**src/rtl/fft4_stream_ctrl.sv**
```systemverilog
// fft4_stream_ctrl: collects four streamed complex samples into a frame, launches the frame on the
// parallel 4-point FFT core, captures the four bins and streams them out as X0..X3.
// Latency: 4th sample accept to first bin valid is CORE_LAT+2 cycles; bins drain one per m_ready cycle.
// Backpressure: s_ready drops while a frame is in flight; bins hold on m_valid && !m_ready.
// Ports: s_* sample input handshake; core_in_* / core_out_* packed {x3,x2,x1,x0} / {X3,X2,X1,X0}
//        core connection; m_* bin output handshake with index and last flag; busy, frame_done status.
// Option: define FFT4_OVERLAP_EN to fill the next frame while the current one drains.
module fft4_stream_ctrl #(
  parameter int DW       = 32,
  parameter int OW       = 35,
  parameter int CORE_LAT = 2
) (
  input  logic            clk,
  input  logic            rst,
  input  logic            s_valid,
  output logic            s_ready,
  input  logic [DW-1:0]   s_re,
  input  logic [DW-1:0]   s_im,
  output logic [4*DW-1:0] core_in_re,
  output logic [4*DW-1:0] core_in_im,
  input  logic [4*OW-1:0] core_out_re,
  input  logic [4*OW-1:0] core_out_im,
  output logic            m_valid,
  input  logic            m_ready,
  output logic [OW-1:0]   m_re,
  output logic [OW-1:0]   m_im,
  output logic [1:0]      m_idx,
  output logic            m_last,
  output logic            busy,
  output logic            frame_done
);

  localparam int RCW = (CORE_LAT > 0) ? $clog2(CORE_LAT + 1) : 1;

  typedef enum logic [1:0] {FILL, RUN, DRAIN} state_t;

  state_t         state;
  logic [1:0]     wr_cnt;
  logic           full;
  logic [RCW-1:0] run_cnt;
  logic [1:0]     rd_cnt;

  logic [DW-1:0]  ibuf_re [4];
  logic [DW-1:0]  ibuf_im [4];
  logic [DW-1:0]  launch_re [4];
  logic [DW-1:0]  launch_im [4];
  logic [OW-1:0]  obuf_re [4];
  logic [OW-1:0]  obuf_im [4];

  // ibuf contents including a sample accepted this cycle, so the 4th sample
  // can go straight into the launch registers without an extra cycle.
  logic [DW-1:0]  nxt_re [4];
  logic [DW-1:0]  nxt_im [4];

  logic acc;
  logic full_now;

  assign acc      = s_valid && s_ready;
  assign full_now = full || (acc && (wr_cnt == 2'd3));

`ifdef FFT4_OVERLAP_EN
  assign s_ready = ((state == FILL) || (state == DRAIN)) && !full;
`else
  assign s_ready = (state == FILL) && !full;
`endif

  assign m_valid    = (state == DRAIN);
  assign m_idx      = rd_cnt;
  assign m_re       = obuf_re[rd_cnt];
  assign m_im       = obuf_im[rd_cnt];
  assign m_last     = m_valid && (rd_cnt == 2'd3);
  assign frame_done = m_last && m_ready;
  assign busy       = (state != FILL) || (wr_cnt != 2'd0) || full;

  assign core_in_re = {launch_re[3], launch_re[2], launch_re[1], launch_re[0]};
  assign core_in_im = {launch_im[3], launch_im[2], launch_im[1], launch_im[0]};

  always_comb begin
    for (int i = 0; i < 4; i++) begin
      nxt_re[i] = ibuf_re[i];
      nxt_im[i] = ibuf_im[i];
    end
    if (acc) begin
      nxt_re[wr_cnt] = s_re;
      nxt_im[wr_cnt] = s_im;
    end
  end

  always_ff @(posedge clk or posedge rst) begin
    if (rst) begin
      state   <= FILL;
      wr_cnt  <= 2'd0;
      full    <= 1'b0;
      run_cnt <= '0;
      rd_cnt  <= 2'd0;
      for (int i = 0; i < 4; i++) begin
        ibuf_re[i]   <= '0;
        ibuf_im[i]   <= '0;
        launch_re[i] <= '0;
        launch_im[i] <= '0;
        obuf_re[i]   <= '0;
        obuf_im[i]   <= '0;
      end
    end else begin
      ibuf_re <= nxt_re;
      ibuf_im <= nxt_im;
      if (acc) begin
        wr_cnt <= wr_cnt + 2'd1;
        if (wr_cnt == 2'd3) full <= 1'b1;
      end

      // Later assignments to wr_cnt/full below override the accept bookkeeping
      // when the frame is handed to the launch registers in the same cycle.
      case (state)
        FILL: begin
          if (full_now) begin
            launch_re <= nxt_re;
            launch_im <= nxt_im;
            wr_cnt    <= 2'd0;
            full      <= 1'b0;
            run_cnt   <= '0;
            state     <= RUN;
          end
        end
        RUN: begin
          // launch is untouched here so the core sees a stable frame.
          if (run_cnt == RCW'(CORE_LAT)) begin
            for (int k = 0; k < 4; k++) begin
              obuf_re[k] <= core_out_re[k*OW +: OW];
              obuf_im[k] <= core_out_im[k*OW +: OW];
            end
            rd_cnt <= 2'd0;
            state  <= DRAIN;
          end else begin
            run_cnt <= run_cnt + RCW'(1);
          end
        end
        DRAIN: begin
          if (m_ready) begin
            rd_cnt <= rd_cnt + 2'd1;
            if (rd_cnt == 2'd3) begin
`ifdef FFT4_OVERLAP_EN
              if (full_now) begin
                launch_re <= nxt_re;
                launch_im <= nxt_im;
                wr_cnt    <= 2'd0;
                full      <= 1'b0;
                run_cnt   <= '0;
                state     <= RUN;
              end else begin
                state <= FILL;
              end
`else
              state <= FILL;
`endif
            end
          end
        end
        default: state <= FILL;
      endcase
    end
  end

endmodule

```
**config.mk**
```make
export PLATFORM = sky130hd
export DESIGN_NAME = fft4_stream_ctrl
export DESIGN_NICKNAME = d
export VERILOG_FILES = /design/src/rtl/fft4_stream_ctrl.sv
export SDC_FILE = /design/constraint.sdc
export NUM_CORES = 2
export LEC_CHECK = 0
export CAP_MARGIN = 20
export CORE_ASPECT_RATIO = 0.9
export CORE_MARGIN = 2
export CORE_UTILIZATION = 47
export CTS_BUF_LIST = sky130_fd_sc_hd__clkbuf_8 sky130_fd_sc_hd__clkbuf_16
export DETAILED_ROUTE_END_ITERATION = 8
export HOLD_SLACK_MARGIN = 0.03
export PLACE_DENSITY_LB_ADDON = 0.15
export SLEW_MARGIN = 20
export SYNTH_ARGS = -nofsm -noshare
export SYNTH_HDL_FRONTEND = slang
export SYNTH_SLANG_ARGS = --single-unit
```
**constraint.sdc**
```tcl
create_clock -name clk -period 26.4 [get_ports clk]
set_input_delay 3.96 -clock clk [delete_from_list [all_inputs] [get_ports clk]]
set_output_delay 3.96 -clock clk [all_outputs]
set_load 0.005 [all_outputs]
```
==> impl_metrics.py <==
metrics = {
    "global_routing": {
        "grt_max_degree": 213,
        "overflow": 0,
        "antenna_found_initial": 27,
        "grt_pass1_wl_um": 160000,
        "grt_pass1_vias": 25400,
        "track_usage": 0.284,
    },
    "clocking": {
        "post_cts_resized": 0,
        "cts_sinks": 801,
        "cts_tree": "yes",
        "cts.path.max_buffers": 3,
        "numCtsBuffers": 85,
        "htree_levels": 3,
        "cts_root_buffer": "clkbuf_16",
        "clk_latency_ps": 630,
        "post_cts_buffers": 0,
        "path_clk_slew_ps": 60,
        "cts_hold_buffers": 0,
    },
    "place": {
        "dp_hpwl_um": 67600,
        "routabilityCongestion": 0.926,
        "place_ws_ps": 17170,
        "numPortBuffers": 680,
    },
    "setup_path": {
        "startpoint_type": "input port",
        "crit_fanout": 4,
        "cp.arrival_ps": 5260,
        "end_kind": "output pin",
        "crit_type": "in -> out",
        "cp.required_ps": 22440,
    },
    "timing": {
        "setup_ws_ps": 17180,
        "finalCritPeriodShare": 0.349,
        "fin_crit_ps": 9220,
        "setup_tns_ps": 0,
        "final.setup_skew_ps": 18.0,
        "hold_viol": 0,
        "rsz0062_at_grt": "false",
        "max_freq_mhz": 108,
        "worstMarginPinSlew_ps": 1140,
        "slew_headroom": 0.237,
        "finalMaxSlewViolations": 0,
        "finalSetupViolCount": 0,
    },
    "logic_synthesis": {
        "synth_area_sq_um": 33400,
        "yosysSeqAreaShare": 0.600,
        "syn-instance-count": 2721,
        "yosys_warnings": 0,
        "syn-num-nets": 3075,
        "avgSynthCellArea_sq_um": 12.3,
        "yosys_register_bits": 801,
        "synth_cell_type_count": 31,
    },
    "power_and_ir_drop": {
        "leakagePower_nw": 18.3,
        "power.density_nw_per_um2": 134,
        "peakVddDrop_uv": 75.2,
    },
    "route": {
        "vias_per_cell": 5.83,
        "drt_wl_total_um": 106000,
        "vias": 25100,
        "postRouteAntennaNets": 0,
        "first_pass_iters": 8,
        "first_iter_violations": 2212,
        "drc": 0,
        "wl_per_cell_um": 24.6,
    },
    "die": {
        "die_area_sq_um": 73300,
        "coreArea_sq_um": 70200,
        "die_w_um": 285,
        "pin_count": 681,
        "start_util": 0.476,
        "die_height_um": 257,
        "rows": 92,
    },
    "layout": {
        "fin_nets": 3638,
        "area_growth_pct": 30.2,
        "final_layout_size_suffix_gt1_frac": 0.220,
    },
    "run_status": {
        "outcome": "complete, no violations",
    },
    "job": {
        "cap_violations": 0,
    },
    "hold_path": {
        "hold_class": "reg -> reg",
    },
}
-- Yosys cell counts, drive strengths merged --
master | count | share of area
dfrtp | 801 | 0.60
clkbuf | 137 | 0.015
o311ai | 1 | 0.00026
mux4 | 70 | 0.047
and3 | 1 | 0.00019
nand2b | 1 | 0.00019
a31oi | 256 | 0.048
ha | 6 | 0.0022
o22ai | 1 | 0.00019
nand3b | 2 | 0.00045
mux2 | 280 | 0.094
buf | 105 | 0.020
a21o | 1 | 0.00022
nand3 | 259 | 0.039
nor3 | 2 | 0.00045
inv | 4 | 0.00045
nand2 | 266 | 0.030
and2 | 1 | 0.00019
or3b | 1 | 0.00026
nor2b | 2 | 0.00037
nor2 | 1 | 0.00011
a21oi | 259 | 0.039
or4b | 1 | 0.00030
o21ai | 258 | 0.061
clkinv | 4 | 0.00045
nor4b | 1 | 0.00071
-- stage by stage --
| stage | power [W] | util | hold WS [ps] | instance area [sq um] | std cells |
|---|---|---|---|---|---|
| floorplan | 0.00349 | - | 449 | 33400 | 2721 |
| finish | 0.00584 | 0.620 | 479 | 43500 | 4309 |
| global route | 0.00617 | 0.620 | 492 | 43500 | 4307 |
| global placement | 0.00457 | 0.579 | 463 | 40600 | 4134 |
| detailed placement | 0.00467 | 0.579 | 467 | 40700 | 4135 |
| CTS | 0.00587 | 0.618 | 482 | 43400 | 4287 |
-- cell type report --
type | count | area, sq um
Timing Repair Buffer | 718 | 7210
Clock buffer | 105 | 2420
Tap cell | 940 | 1180
Inverter | 8 | 41.3
Sequential cell | 801 | 20100
Clock inverter | 47 | 335
Antenna cell | 20 | 50.0
Multi-Input combinational cell | 1670 | 12200
Fill cell | 5575 | 26700
-- logic make-up after synthesis --
logic type | share of synthesized area
buffers and inverters | 0.0362
and+or+nand+nor | 0.0719
muxes | 0.142
DFF | 0.600
adders and majority gates | 0.00225
AOI/OAI and AO/OA | 0.148
-- cells in the final DEF (no fill, tap or decap), types with 2 or more instances in the layout --
cell	instances
o21ai_1	20
bufinv_16	4
ha_1	2
mux2_2	280
buf_12	4
mux4_2	70
buf_16	3
a31oi_1	256
nor2b_1	2
inv_1	24
inv_6	5
o21ai_0	38
nand3b_1	2
clkinvlp_4	4
dfrtp_4	2
clkinv_2	16
clkbuf_16	87
clkbuf_8	18
clkdlybuf4s50_1	680
ha_4	3
nand2_1	266
inv_4	2
diode_2	20
o21ai_2	200
nand3_1	259
buf_4	29
a21oi_1	259
buf_6	2
dfrtp_1	799
-- path summary, 6_finish.rpt --
check                             from         endpoint  slack [ps]  cells past startpoint
hold / removal             ibuf_re[14]      ibuf_re[14]         480                      2
min in group asynchronous          rst  core_in_re[104]        3820                      2
setup reg to reg             wr_cnt[1]  core_in_re[110]       22620                      7
hold reg to reg            ibuf_re[14]      ibuf_re[14]         480                      2
setup / recovery               m_ready       frame_done       17180                      3
max in group asynchronous          rst      ibuf_im[35]       20230                      5
-- routing by layer --
metal | part of all wire | wire (um) | track usage
met1 | 0.40 | 42500 | 0.376
met2 | 0.48 | 50600 | 0.441
met3 | 0.084 | 8860 | 0.0879
met4 | 0.037 | 3880 | 0.107
met5 | 0.00088 | 93 | 0
-- where the power goes --
group | leakage [nW] | switching, W | internal (W) | total, W
logic | 7.37 | 0.00126 | 0.00120 | 0.00246
clock network | 1.45 | 0.000494 | 0.000687 | 0.00118
registers | 9.53 | 0.000356 | 0.00184 | 0.00220
total | 18.3 | 0.00211 | 0.00373 | 0.00584
-- sequential cells by signal (all words and copies together), names as in the netlist --
signal / cells
core_in_re: 128
full: 1
ibuf_im: 128
state: 2
ibuf_re: 128
m_idx: 2
run_cnt: 2
core_in_im: 128
obuf_im: 140
obuf_re: 140
wr_cnt: 2
-- worst max-delay path, stage by stage --
cell and delay, ps:
clkdlybuf4s50_1 520, and3_1 240, clkdlybuf4s50_1 540
No activity file was read; power rests on OpenSTA's default activity.
